### config.mk
export PLATFORM = sky130hd
export DESIGN_NAME = ritc_lane_aligner
export DESIGN_NICKNAME = d
export VERILOG_FILES = /design/src/rtl/ritc_pkg.sv /design/src/rtl/ritc_lane_cmp.sv /design/src/rtl/ritc_lane_aligner.sv
export SDC_FILE = /design/constraint.sdc
export NUM_CORES = 1
export LEC_CHECK = 0
export CORE_ASPECT_RATIO = 0.8
export CORE_MARGIN = 1
export CORE_UTILIZATION = 43
export CTS_CLUSTER_DIAMETER = 200
export DETAILED_ROUTE_END_ITERATION = 10
export PLACE_DENSITY_LB_ADDON = 0.3
export SLEW_MARGIN = 20
export SYNTH_ARGS = -nofsm -noshare
export SYNTH_HDL_FRONTEND = slang
export SYNTH_SLANG_ARGS = --single-unit
### constraint.sdc
create_clock -name SYSCLK -period 4.1 [get_ports SYSCLK]
set_input_delay 0.615 -clock SYSCLK [delete_from_list [all_inputs] [get_ports SYSCLK]]
set_output_delay 0.615 -clock SYSCLK [all_outputs]
set_load 0.02 [all_outputs]
### src/rtl/ritc_pkg.sv
// ----------------------------------------------------------------------------
// ritc_pkg
// Shared definitions for the RITC lane aligner:
//   - ritc_state_t : alignment FSM state encoding
//   - DEF_*        : default parameter values for the aligner
//   - idx_width()  : width of an index covering 0..n-1 (never 0 bits)
//   - cnt_width()  : width of a counter that must reach max_val inclusive
// ----------------------------------------------------------------------------
package ritc_pkg;

    typedef enum logic [2:0] {
        ST_IDLE   = 3'd0,
        ST_SETTLE = 3'd1,
        ST_CHECK  = 3'd2,
        ST_VERIFY = 3'd3,
        ST_SLIP   = 3'd4,
        ST_NEXT   = 3'd5,
        ST_DONE   = 3'd6
    } ritc_state_t;

    localparam int DEF_NLANES        = 12;
    localparam int DEF_DESER         = 4;
    localparam int DEF_SETTLE_CYCLES = 16;
    localparam int DEF_VERIFY_CYCLES = 256;

    localparam logic [15:0] ERR_CNT_MAX = 16'hFFFF;

    function automatic int idx_width(input int n);
        return (n > 1) ? $clog2(n) : 1;
    endfunction

    function automatic int cnt_width(input int max_val);
        return (max_val > 0) ? $clog2(max_val + 1) : 1;
    endfunction

endpackage

### src/rtl/ritc_lane_cmp.sv
// ----------------------------------------------------------------------------
// ritc_lane_cmp
// Registers the deserialized channel word once, selects the nibble of the
// lane currently being aligned and compares it with the training pattern.
//   SYSCLK    in  : clock
//   rst_i     in  : asynchronous active-high reset
//   dat_i     in  : NLANES*DESER channel word, lane k at [DESER*k +: DESER]
//   lane_i    in  : lane index to compare
//   pattern_i in  : captured training pattern
//   match_o   out : registered lane nibble equals pattern (combinational
//                   from the registered word, so one cycle after dat_i)
// ----------------------------------------------------------------------------
module ritc_lane_cmp
    import ritc_pkg::*;
#(
    parameter int NLANES = DEF_NLANES,
    parameter int DESER  = DEF_DESER,
    parameter int LANE_W = idx_width(DEF_NLANES)
) (
    input  logic                      SYSCLK,
    input  logic                      rst_i,
    input  logic [NLANES*DESER-1:0]   dat_i,
    input  logic [LANE_W-1:0]         lane_i,
    input  logic [DESER-1:0]          pattern_i,
    output logic                      match_o
);

    logic [NLANES*DESER-1:0] dat_reg;
    logic [DESER-1:0]        lane_nib [NLANES];

    always_ff @(posedge SYSCLK or posedge rst_i) begin
        if (rst_i) begin
            dat_reg <= '0;
        end else begin
            dat_reg <= dat_i;
        end
    end

    generate
        for (genvar gi = 0; gi < NLANES; gi++) begin : g_lane_nib
            assign lane_nib[gi] = dat_reg[gi*DESER +: DESER];
        end
    endgenerate

    assign match_o = (lane_nib[lane_i] == pattern_i);

endmodule

### src/rtl/ritc_lane_aligner.sv
// ----------------------------------------------------------------------------
// ritc_lane_aligner
// Per-lane bitslip training for one RITC channel. Lanes are visited in order
// 0..NLANES-1; each lane settles, is checked against the training pattern,
// then must match for VERIFY_CYCLES consecutive words to lock. A mismatch
// requests one bitslip; after DESER slips without locking the lane is failed.
//   SYSCLK        in  : clock
//   rst_i         in  : asynchronous active-high reset
//   start_i       in  : pulse to begin a pass (ignored while busy)
//   pattern_i     in  : expected training nibble, captured at start
//   dat_i         in  : deserialized channel word
//   bitslip_o     out : one-cycle bitslip request for the active lane
//   busy_o        out : pass in progress
//   done_o        out : pass finished, held until the next start
//   lane_locked_o out : lanes aligned and verified
//   lane_fail_o   out : lanes that ran out of slip positions
//   err_cnt_o     out : saturating count of mismatches while verifying
// ----------------------------------------------------------------------------
module ritc_lane_aligner
    import ritc_pkg::*;
#(
    parameter int NLANES        = DEF_NLANES,
    parameter int DESER         = DEF_DESER,
    parameter int SETTLE_CYCLES = DEF_SETTLE_CYCLES,
    parameter int VERIFY_CYCLES = DEF_VERIFY_CYCLES
) (
    input  logic                      SYSCLK,
    input  logic                      rst_i,
    input  logic                      start_i,
    input  logic [DESER-1:0]          pattern_i,
    input  logic [NLANES*DESER-1:0]   dat_i,
    output logic [NLANES-1:0]         bitslip_o,
    output logic                      busy_o,
    output logic                      done_o,
    output logic [NLANES-1:0]         lane_locked_o,
    output logic [NLANES-1:0]         lane_fail_o,
    output logic [15:0]               err_cnt_o
);

    localparam int LANE_W   = idx_width(NLANES);
    localparam int SLIP_W   = cnt_width(DESER);
    localparam int SETTLE_W = cnt_width(SETTLE_CYCLES);
    localparam int VERIFY_W = cnt_width(VERIFY_CYCLES);

    localparam logic [LANE_W-1:0]   LAST_LANE   = LANE_W'(NLANES - 1);
    localparam logic [SLIP_W-1:0]   SLIP_LAST   = SLIP_W'(DESER - 1);
    localparam logic [SETTLE_W-1:0] SETTLE_LAST = SETTLE_W'(SETTLE_CYCLES - 1);
    localparam logic [VERIFY_W-1:0] VERIFY_LAST = VERIFY_W'(VERIFY_CYCLES - 1);

    ritc_state_t          state_reg,      state_next;
    logic [LANE_W-1:0]    lane_reg,       lane_next;
    logic [SLIP_W-1:0]    slip_cnt_reg,   slip_cnt_next;
    logic [SETTLE_W-1:0]  settle_cnt_reg, settle_cnt_next;
    logic [VERIFY_W-1:0]  verify_cnt_reg, verify_cnt_next;
    logic [DESER-1:0]     pattern_reg,    pattern_next;
    logic [NLANES-1:0]    locked_reg,     locked_next;
    logic [NLANES-1:0]    fail_reg,       fail_next;
    logic [15:0]          err_cnt_reg,    err_cnt_next;

    logic                 lane_match;

    ritc_lane_cmp #(
        .NLANES (NLANES),
        .DESER  (DESER),
        .LANE_W (LANE_W)
    ) u_lane_cmp (
        .SYSCLK    (SYSCLK),
        .rst_i     (rst_i),
        .dat_i     (dat_i),
        .lane_i    (lane_reg),
        .pattern_i (pattern_reg),
        .match_o   (lane_match)
    );

    always_ff @(posedge SYSCLK or posedge rst_i) begin
        if (rst_i) begin
            state_reg      <= ST_IDLE;
            lane_reg       <= '0;
            slip_cnt_reg   <= '0;
            settle_cnt_reg <= '0;
            verify_cnt_reg <= '0;
            pattern_reg    <= '0;
            locked_reg     <= '0;
            fail_reg       <= '0;
            err_cnt_reg    <= '0;
        end else begin
            state_reg      <= state_next;
            lane_reg       <= lane_next;
            slip_cnt_reg   <= slip_cnt_next;
            settle_cnt_reg <= settle_cnt_next;
            verify_cnt_reg <= verify_cnt_next;
            pattern_reg    <= pattern_next;
            locked_reg     <= locked_next;
            fail_reg       <= fail_next;
            err_cnt_reg    <= err_cnt_next;
        end
    end

    always_comb begin
        state_next      = state_reg;
        lane_next       = lane_reg;
        slip_cnt_next   = slip_cnt_reg;
        settle_cnt_next = settle_cnt_reg;
        verify_cnt_next = verify_cnt_reg;
        pattern_next    = pattern_reg;
        locked_next     = locked_reg;
        fail_next       = fail_reg;
        err_cnt_next    = err_cnt_reg;
        bitslip_o       = '0;
        busy_o          = 1'b1;
        done_o          = 1'b0;

        case (state_reg)
            ST_IDLE, ST_DONE: begin
                busy_o = 1'b0;
                done_o = (state_reg == ST_DONE);
                if (start_i) begin
                    state_next      = ST_SETTLE;
                    lane_next       = '0;
                    slip_cnt_next   = '0;
                    settle_cnt_next = '0;
                    verify_cnt_next = '0;
                    pattern_next    = pattern_i;
                    locked_next     = '0;
                    fail_next       = '0;
                    err_cnt_next    = '0;
                end
            end

            ST_SETTLE: begin
                if (settle_cnt_reg == SETTLE_LAST) begin
                    settle_cnt_next = '0;
                    state_next      = ST_CHECK;
                end else begin
                    settle_cnt_next = settle_cnt_reg + 1'b1;
                end
            end

            ST_CHECK: begin
                if (lane_match) begin
                    verify_cnt_next = '0;
                    state_next      = ST_VERIFY;
                end else begin
                    state_next = ST_SLIP;
                end
            end

            ST_VERIFY: begin
                if (lane_match) begin
                    // Last of VERIFY_CYCLES consecutive matches locks the lane.
                    if (verify_cnt_reg == VERIFY_LAST) begin
                        locked_next[lane_reg] = 1'b1;
                        state_next            = ST_NEXT;
                    end else begin
                        verify_cnt_next = verify_cnt_reg + 1'b1;
                    end
                end else begin
                    if (err_cnt_reg != ERR_CNT_MAX) begin
                        err_cnt_next = err_cnt_reg + 16'd1;
                    end
                    state_next = ST_SLIP;
                end
            end

            ST_SLIP: begin
                // SLIP is always left after one cycle and is never re-entered
                // directly, so pulses stay one-hot and non-consecutive.
                bitslip_o[lane_reg] = 1'b1;
                slip_cnt_next       = slip_cnt_reg + 1'b1;
                if (slip_cnt_reg == SLIP_LAST) begin
                    fail_next[lane_reg] = 1'b1;
                    state_next          = ST_NEXT;
                end else begin
                    settle_cnt_next = '0;
                    state_next      = ST_SETTLE;
                end
            end

            ST_NEXT: begin
                slip_cnt_next = '0;
                if (lane_reg == LAST_LANE) begin
                    state_next = ST_DONE;
                end else begin
                    lane_next       = lane_reg + 1'b1;
                    settle_cnt_next = '0;
                    state_next      = ST_SETTLE;
                end
            end

            default: begin
                state_next = ST_IDLE;
            end
        endcase
    end

    assign lane_locked_o = locked_reg;
    assign lane_fail_o   = fail_reg;
    assign err_cnt_o     = err_cnt_reg;

endmodule

==> results.txt, run 1 <==
Status - finished clean
Startpoint types - register
Vias - 4263
Hold Buf Count CTS - 0
Sequential fraction of the synthesis area - 54.6%
Core area - 0.0118 mm2
Number of clock sinks - 116
Post-cts resize count - 0
Post-synth top flop - dfrtp_1
Crit-path cells - mux4_1 -> mux2i_1 -> o22ai_1 -> o311a_1 -> nor4_4 -> buf_4 -> and2_1 -> a32o_1
Initial DRC Count - 417
Final Hold Fails - 0
Root Buffer Master - clkbuf_16
Worst Max-Slew Pin Slew - 1.07 ns
Final #Nets - 649
Power density cells - 534 mW/mm2
Most common cell after layout, fill and taps aside - dfrtp_1
CP Data Required Time - 4.45 ns
Post-route cell area - 0.00710 mm2
CTS Buf Count - 17
Post-route minimum period - 3.57 ns
Share of cells above drive strength 1 - 8.71%
Area Overhead vs Synth - 33.5%
Max-cap violations - 0
Critical path's slowest cell - dfrtp_1
H-tree lvl count - 4
EDFF count, synth - 0
Area of the mapped netlist - 0.00532 mm2
Max reg flops - 48
CTS tree - yes
Most frequent cells in the layout - dfrtp_1, clkdlybuf4s50_1, nand2_1
Total Wirelength - 13100 um
Fmax - 280 MHz
Crit path kind - reg2reg
Worst Hold Class - reg2reg
Clk Latency, worst-skew pair - 0.42 ns
Initial antenna violation count - 0
Gr usage total - 22.2%
DR DRC count - 0
Die Y - 101 um
WL per Instance - 17.5 um
Net Count, Synth - 539
Crit Path Max Fanout - 27
#FFs+latches synth - 116
Routed vias/inst - 5.72
Max stage delay on crit path - 0.97 ns
Final Max Tran Viols - 0
Clk_skew - 0.0111 ns
Number of diodes - 0
Tcrit/Tclk final - 87.1%
DP Area - 0.00652 mm2
RSZ-0062 raised after global routing - false
Setup crit end kind - register
Clock-pin slew on the worst setup and hold paths - 0.05 ns
Vias in the first global route - 4174
Die Footprint - 0.0128 mm2
Slew HR - 28.6%
Synth unique cells - 55
Fillers - 904
Final Wtd Congestion - 0.799
CP arrival - 3.92 ns
First-pass GRT wire length - 21600 um
Post-DRT Antenna Nets - 0
LEAKAGE - 2.96 nW
Width of the die - 126 um
Largest net degree at the start of global routing - 62
Top Ports - 109
CP bufs+invs - 1
CP delay by family, top - flip-flops
Setup violations, final - 0
Starting density of the core - 45.2%
FP Rows - 35
Post-synth ARST share - 100%
Mapped Cells - 474
R2R setup slack - 0.53 ns
Final setup TNS - 0 ns
Gr ovfl total - 0
Drt first pass iters - 5
Worst vdd ir - 0.000402 V
Post-CTS setup buffer count - 0
HPWL Detailed - 9150 um
Yosys warnings - 0
Placed Cells - 713
Post-Synthesis Mean Instance Area - 11.2 um2
Layout Cells excl Fill - 745
# port buffers - 108
Clk buf depth - 2
## power breakdown
group | leakage, nW | internal [W] | switching [W]
Sequential | 1.49 | 0.00125 | 0.000159
Clock | 0.274 | 0.000949 | 0.000510
Combinational | 1.19 | 0.000392 | 0.000536
## path summary, 6_finish.rpt
| check | from | endpoint | cells after the start |
|---|---|---|---|
| worst max-delay path | lane_reg[1] | lane_locked_o[0] | 8 |
| worst max register to register | lane_reg[1] | lane_locked_o[0] | 8 |
| worst min-delay path | lane_locked_o[10] | lane_locked_o[10] | 2 |
| worst min register to register | lane_locked_o[10] | lane_locked_o[10] | 2 |
| max in group asynchronous | rst_i | u_lane_cmp.dat_reg[42] | 3 |
| min in group asynchronous | rst_i | lane_fail_o[4] | 2 |
## cell type report
class | count | area (um2) | area share, %
Inverter | 16 | 62.6 | 0.881
Clock buffer | 22 | 444 | 6.26
Clock inverter | 10 | 133 | 1.87
Sequential cell | 116 | 2900 | 40.9
Timing Repair Buffer | 116 | 1140 | 16.1
Tap cell | 148 | 185 | 2.61
Multi-Input combinational cell | 317 | 2230 | 31.4
## synth_stat cells, types with 11 or more instances
master    number  area share, %
nand3_1       13            1.2
o21ai_0       29            2.7
inv_1         16            1.1
a21oi_1       18            1.7
nor2b_1       12            1.4
nor2_1        25            1.8
nand2_1       55            3.9
dfrtp_1      116             55
a22o_1        11            1.8
and3_1        12            1.4
o31ai_1       12            1.7
clkbuf_1      15            1.1
## cell families after synthesis
| kind of cell | Yosys count | share of synthesized area [%] |
|---|---|---|
| adder cells (fa/ha/maj) | 10 | 2.35 |
| multiplexers | 26 | 8.59 |
| AND/OR/NAND/NOR | 166 | 16.0 |
| XOR/XNOR | 2 | 0.329 |
| AO/OA/AOI/OAI | 113 | 14.7 |
| flip-flops | 116 | 54.6 |
| buffers and inverters | 41 | 3.46 |
## layer usage
layer / part of all wire [%] / track usage (%) / vias up
met5: 0 / 0 / -
met4: 1.1 / 6.77 / 0
met3: 7.4 / 5.86 / 16
met2: 46 / 35.5 / 183
met1: 45 / 29.9 / 2090
li1: - / - / 1974
## per-stage QoR
step	total power, W	util (%)	hold slack (ns)	setup slack (ns)
2_1_floorplan	0.00205	-	0.459	0.413
3_3_place_gp	0.00231	55.4	0.478	0.725
3_5_place_dp	0.00234	55.4	0.475	0.598
4_1_cts	0.00381	60.3	0.486	0.546
5_1_grt	0.00398	60.3	0.524	0.325
6_report	0.00379	60.3	0.490	0.527
## worst reg2reg max path, delay by kind of cell (launching register included)
kind	cells	cell delay, ns
buffers and inverters	1	0.32
multiplexers	2	0.81
flip-flops	1	0.97
AO/OA/AOI/OAI	3	0.77
AND/OR/NAND/NOR	2	0.63
Power figures use the tool's default switching activity.
==> inputs of run 2 (changes only) <==
--- a/config.mk
+++ b/config.mk
@@ -8,6 +8,7 @@
 export CORE_ASPECT_RATIO = 0.8
 export CORE_MARGIN = 1
 export CORE_UTILIZATION = 43
+export CTS_BUF_LIST = sky130_fd_sc_hd__clkbuf_16
 export CTS_CLUSTER_DIAMETER = 200
 export DETAILED_ROUTE_END_ITERATION = 10
 export PLACE_DENSITY_LB_ADDON = 0.3
==> results.txt, run 2 (synthesis results as in run 1) <==
Clk buf depth - 2 (unchanged)
Cell depth of the worst flop-to-flop path - 8 (unchanged)
Final Wtd Congestion - 0.799 (unchanged)
Hold depth - 2 (unchanged)
Max-cap violations - 0 (unchanged)
First-pass GRT wire length - 21600 um (unchanged)
Final Max Tran Viols - 0 (unchanged)
HPWL Detailed - 9150 um (unchanged)
Vias in the first global route - 4174 (unchanged)
Routed vias/inst - 5.72 (about the same)
Worst Max-Slew Pin Slew - 1.07 ns (+0.00435 ns)
Top Ports - 109 (unchanged)
Area Overhead vs Synth - 33.5% (unchanged)
Largest net degree at the start of global routing - 62 (unchanged)
Final setup TNS - 0 ns (unchanged)
Post-DRT Antenna Nets - 0 (unchanged)
CP arrival - 3.93 ns (about the same)
Drt first pass iters - 5 (unchanged)
H-tree lvl count - 4 (unchanged)
Number of diodes - 0 (unchanged)
Setup violations, final - 0 (unchanged)
Total Wirelength - 13100 um (+0.24%)
Post-route minimum period - 3.58 ns (+0.00573 ns)
Gr usage total - 22.2% (unchanged)
Power density cells - 532 mW/mm2 (-0.32%)
Max reg flops - 48 (unchanged)
Fmax - 279 MHz (-0.16%)
Vias - 4265 (+0.047%)
Most common cell after layout, fill and taps aside - dfrtp_1
Startpoint types - register
Starting density of the core - 45.2% (unchanged)
DR DRC count - 0 (unchanged)
Die Footprint - 0.0128 mm2 (unchanged)
Share of cells above drive strength 1 - 8.71% (unchanged)
CP Data Required Time - 4.45 ns (about the same)
RSZ-0062 raised after global routing - false
# port buffers - 108 (unchanged)
Crit path kind - reg2reg
Placed Cells - 713 (unchanged)
Post-cts resize count - 0 (unchanged)
Most frequent cells in the layout - dfrtp_1, clkdlybuf4s50_1, nand2_1
Final Hold Fails - 0 (unchanged)
Post-CTS setup buffer count - 0 (unchanged)
Setup crit end kind - register
Critical path's slowest cell - dfrtp_1
Crit-path cells - mux4_1 -> mux2i_1 -> o22ai_1 -> o311a_1 -> nor4_4 -> buf_4 -> and2_1 -> a32o_1
Layout Cells excl Fill - 745 (unchanged)
Max stage delay on crit path - 0.97 ns (about the same)
CTS tree - yes
LEAKAGE - 2.98 nW (+0.70%)
Clock-pin slew on the worst setup and hold paths - 0.06 ns (about the same)
Number of clock sinks - 116 (unchanged)
Width of the die - 126 um (unchanged)
Hold Buf Count CTS - 0 (unchanged)
WL per Instance - 17.6 um (+0.24%)
Worst Hold Class - reg2reg
Tcrit/Tclk final - 87.3% (+0.14 points)
Core area - 0.0118 mm2 (unchanged)
Root Buffer Master - clkbuf_16
FP Rows - 35 (unchanged)
Final #Nets - 649 (unchanged)
Clk Latency, worst-skew pair - 0.42 ns (about the same)
Die Y - 101 um (unchanged)
Crit Path Max Fanout - 27 (unchanged)
Clk_skew - 0.0107 ns (-0.000405 ns)
Gr ovfl total - 0 (unchanged)
Final total power - 0.00378 W (-0.32%)
Slew HR - 28.3% (-0.29 points)
Worst vdd ir - 0.000403 V (+0.13%)
Initial antenna violation count - 0 (unchanged)
Status - finished clean
Initial DRC Count - 421 (+0.96%)
CTS Buf Count - 17 (unchanged)
[run 2: cell types whose count changed in the layout (fill, tap and decap cells not counted), sizes merged]
cell,before,now
clkbuf,22,17
inv,16,21
[run 2: path summary, 6_finish.rpt]
check / endpoint / slack [ns] / start
hold reg to reg: lane_locked_o[10] / 0.49 / lane_locked_o[10]
hold / removal: lane_locked_o[10] / 0.49 / lane_locked_o[10]
setup / recovery: lane_locked_o[0] / 0.52 / lane_reg[1]
max in group asynchronous: u_lane_cmp.dat_reg[42] / 2.52 / rst_i
min in group asynchronous: lane_fail_o[4] / 0.70 / rst_i
setup reg to reg: lane_locked_o[0] / 0.52 / lane_reg[1]
[run 2: report_power, final]
part	total (W)	internal, W	switching, W
combinational	0.000928	0.000392	0.000536
clock	0.00145	0.000936	0.000510
sequential	0.00141	0.00125	0.000159
[run 2: worst max-delay path: cells and delay by family, from the launching register on]
| family | cells | cell delay (ns) |
|---|---|---|
| compound gates | 3 | 0.77 |
| buf+inv | 1 | 0.32 |
| simple gates | 2 | 0.63 |
| flops | 1 | 0.97 |
| mux | 2 | 0.80 |
[run 2: area by class of cell]
type / count / area (um2)
Fill cell: 904 / 4680
Multi-Input combinational cell: 317 / 2230
Inverter: 16 / 62.6
Clock inverter: 15 / 151
Sequential cell: 116 / 2900
Clock buffer: 17 / 425
Tap cell: 148 / 185
Timing Repair Buffer: 116 / 1140
[run 2: metrics by stage]
| step | util, % | setup WS [ns] | hold slack [ns] | instance area, um2 |
|---|---|---|---|---|
| 6_report | 60.3 | 0.521 | 0.489 | 7100 |
| 5_1_grt | 60.3 | 0.325 | 0.524 | 7100 |
| 4_1_cts | 60.3 | 0.546 | 0.486 | 7100 |
| 3_5_place_dp | 55.4 | 0.598 | 0.475 | 6520 |
| 3_3_place_gp | 55.4 | 0.725 | 0.478 | 6520 |
| 2_1_floorplan | - | 0.413 | 0.459 | 5320 |
[run 2: layer usage]
layer	GRT usage [%]	wire, um	up-vias
met5	0	0	-
met1	29.9	6000	2083
met3	5.86	929	16
met4	6.77	139	0
li1	-	-	1979
met2	35.5	6030	187
==> inputs of run 3 (changes only) <==
--- a/config.mk
+++ b/config.mk
@@ -5,6 +5,7 @@
 export SDC_FILE = /design/constraint.sdc
 export NUM_CORES = 1
 export LEC_CHECK = 0
+export ABC_AREA = 1
 export CORE_ASPECT_RATIO = 0.8
 export CORE_MARGIN = 1
 export CORE_UTILIZATION = 43
@@ -12,6 +13,7 @@
 export CTS_CLUSTER_DIAMETER = 200
 export DETAILED_ROUTE_END_ITERATION = 10
 export PLACE_DENSITY_LB_ADDON = 0.3
+export REMOVE_ABC_BUFFERS = 1
 export SLEW_MARGIN = 20
 export SYNTH_ARGS = -nofsm -noshare
 export SYNTH_HDL_FRONTEND = slang
==> results.txt, run 3 <==
Status - finished clean
Hold Buf Count CTS - 0 (unchanged)
Post-synth top flop - dfrtp_1
Most common cell after layout, fill and taps aside - nand2_1
Total Wirelength - 12900 um (-1.9%)
FP Rows - 36 (+2.9%)
Vias - 4838 (+13%)
Cell depth of the worst flop-to-flop path - 13 (+5)
Max reg flops - 48 (unchanged)
Starting density of the core - 44.9% (-0.25 points)
WL per Instance - 13.0 um (-26%)
Post-CTS setup buffer count - 0 (unchanged)
Sequential fraction of the synthesis area - 52.0% (-2.6 points)
CP Data Required Time - 3.48 ns (-0.97 ns)
Crit Path Max Fanout - 16 (-41%)
Final setup TNS - 0 ns (unchanged)
Startpoint types - register
Top cell type's share of synthesized area - 52.0% (-2.6 points)
Final #Nets - 867 (+34%)
Worst vdd ir - 0.000307 V (-24%)
FF-to-FF Start - lane_reg[0]
Commonest cells post-synth - nand2_1, dfrtp_1, inv_1
Core area - 0.0124 mm2 (+5.5%)
Largest net degree at the start of global routing - 79 (+27%)
Post-route minimum period - 3.22 ns (-0.361 ns)
Setup violations, final - 0 (unchanged)
Clk_skew - 0.0110 ns (+0.000252 ns)
Die Footprint - 0.0134 mm2 (+4.9%)
Gr ovfl total - 0 (unchanged)
Share of cells above drive strength 1 - 7.12% (-1.6 points)
Synth Area in Adders - 2.24% (-0.11 points)
CTS Buf Count - 17 (unchanged)
Max-cap violations - 0 (unchanged)
Final Hold Fails - 0 (unchanged)
DR DRC count - 0 (unchanged)
Setup crit end kind - output pin
Top-count cell post-synth - nand2_1
Drt first pass iters - 5 (unchanged)
Mux share of post-synthesis cell area - 0% (-8.6 points)
Initial antenna violation count - 0 (unchanged)
Routed vias/inst - 4.91 (-14%)
Vias in the first global route - 4658 (+12%)
Final WS setup - 0.883 ns (+0.361 ns)
Storage cell area - 0.00290 mm2 (unchanged)
R2R setup slack - 1.09 ns (+0.57 ns)
CP arrival - 2.60 ns (-1.33 ns)
Top cells by area, synth - dfrtp_1, nand2_1, inv_1, nand3_1, nor2_1
EDFF count, synth - 0 (unchanged)
Hold depth - 2 (unchanged)
Number of diodes - 0 (unchanged)
Main combinational cell family by area after synthesis - simple AND/OR/NAND/NOR gates
Hold path endpoint - lane_fail_o[5]
Number of clock sinks - 116 (unchanged)
Die Y - 104 um (+2.4%)
#FFs+latches synth - 116 (unchanged)
Width of the die - 129 um (+2.4%)
First-pass GRT wire length - 22000 um (+2.1%)
# port buffers - 108 (unchanged)
Slew HR - 36.1% (+7.7 points)
Yosys warnings - 0 (unchanged)
Area of the mapped netlist - 0.00558 mm2 (+4.9%)
Post-Synthesis Mean Instance Area - 8.08 um2 (-28%)
CTS tree - yes
Multi-input gate area - 0.00214 mm2 (-4.3%)
Clk buf depth - 2 (unchanged)
Xor/xnor share of the synthesized area - 0.941% (+0.61 points)
Tcrit/Tclk final - 78.5% (-8.8 points)
Post-synth ARST share - 100% (unchanged)
Fillers - 1095 (+21%)
Yosys top cell by area - dfrtp_1
Crit path kind - reg2out
R2R Path End - err_cnt_o[9]
Top Ports - 109 (unchanged)
Worst Hold Class - reg2reg
Mapped Cells - 691 (+46%)
Post-synthesis simple-gate area fraction - 28.0% (+12 points)
Area Overhead vs Synth - 32.7%
Clk Latency, worst-skew pair - 0.41 ns (about the same)
Worst Max-Slew Pin Slew - 0.959 ns (-0.112 ns)
Most frequent cells in the layout - nand2_1, dfrtp_1, clkdlybuf4s50_1
Final Max Tran Viols - 0 (unchanged)
HPWL Detailed - 9220 um (+0.76%)
Root Buffer Master - clkbuf_16
LEAKAGE - 3.59 nW (+21%)
Post-DRT Antenna Nets - 0 (unchanged)
Hold Crit Start - lane_fail_o[5]
RSZ-0062 raised after global routing - false
Fmax - 311 MHz (+11%)
Synth unique cells - 37 (-33%)
Post-cts resize count - 0 (unchanged)
Gr usage total - 20.8% (-1.4 points)
Initial DRC Count - 444 (+5.5%)
Complex-gate fraction of the synthesized area - 7.13% (-7.6 points)
Power density cells - 512 mW/mm2 (-3.7%)
Final Wtd Congestion - 0.881 (+10%)
Clock-pin slew on the worst setup and hold paths - 0.06 ns (about the same)
Dpl ws - 1.13 ns (+0.531 ns)
H-tree lvl count - 4 (unchanged)
## run 3: changes by cell type after synthesis, moves of 10 or more
cell / change
o31ai_1: -12
inv_1: +89
nand2_1: +139
mux2i_1: -10
and3_1: -12
nor2b_1: -12
nand4_1: +11
nor2_1: +31
nand3_1: +42
o21ai_1: +16
## run 3: area by class of cell
class | count | area share (%)
inverters | 111 | 5.73
well taps | 171 | 2.89
multi-input cells | 445 | 28.8
clock buffers | 17 | 5.74
flip-flops and latches | 116 | 39.2
clock inverters | 15 | 2.55
repair buffers | 111 | 15.1
## run 3: kinds of logic (layout without fill, tap and decap cells)
logic type,count (synthesis),count (layout)
buf+inv,130,254
compound gates,73,73
flops,116,116
fa+ha+maj,10,10
simple gates,356,356
xor+xnor,6,6
## run 3: report_power, final
group          internal, W  switching, W
Clock              0.00101      0.000521
Combinational     0.000295      0.000649
Sequential         0.00124     0.0000835
Total              0.00254       0.00125
## run 3: through the flow
stage / power, W / hold WS (ns) / cells / area (um2) / util, %
2_1_floorplan: 0.00197 / 0.442 / 672 / 5460 / -
3_3_place_gp: 0.00224 / 0.453 / 954 / 6790 / 54.6
3_5_place_dp: 0.00228 / 0.473 / 954 / 6790 / 54.6
4_1_cts: 0.00381 / 0.483 / 986 / 7410 / 59.6
5_1_grt: 0.00400 / 0.506 / 986 / 7410 / 59.6
6_report: 0.00380 / 0.480 / 986 / 7410 / 59.6
## run 3: critical path, cell delays in order, from the launching register on
cell,delay [ns]
dfrtp_1,0.60
inv_2,0.35
ha_1,0.23
inv_1,0.07
nor2_1,0.16
nand2_1,0.10
inv_1,0.08
clkdlybuf4s50_1,0.60
## run 3: how the worst max path moves through the flow
stage	startpoint	endpoint	slack (ns)
6_report	lane_reg[1]	bitslip_o[0]	0.88
5_1_grt	lane_reg[0]	bitslip_o[0]	0.68
4_1_cts	lane_reg[0]	bitslip_o[0]	0.87
3_5_place_dp	lane_reg[0]	err_cnt_o[7]	1.13
3_3_place_gp	lane_reg[0]	err_cnt_o[14]	1.27
2_1_floorplan	rst_i	err_cnt_o[0]	0.41
## run 3: per-layer routing
layer  track usage [%]  vias to the layer above  routed length, um
li1                  -                     2404                  -
met3              4.53                       16                637
met5                 0                        -                  0
met2              31.1                      158               5700
met4              7.39                        0                158
met1              29.7                     2260               6360
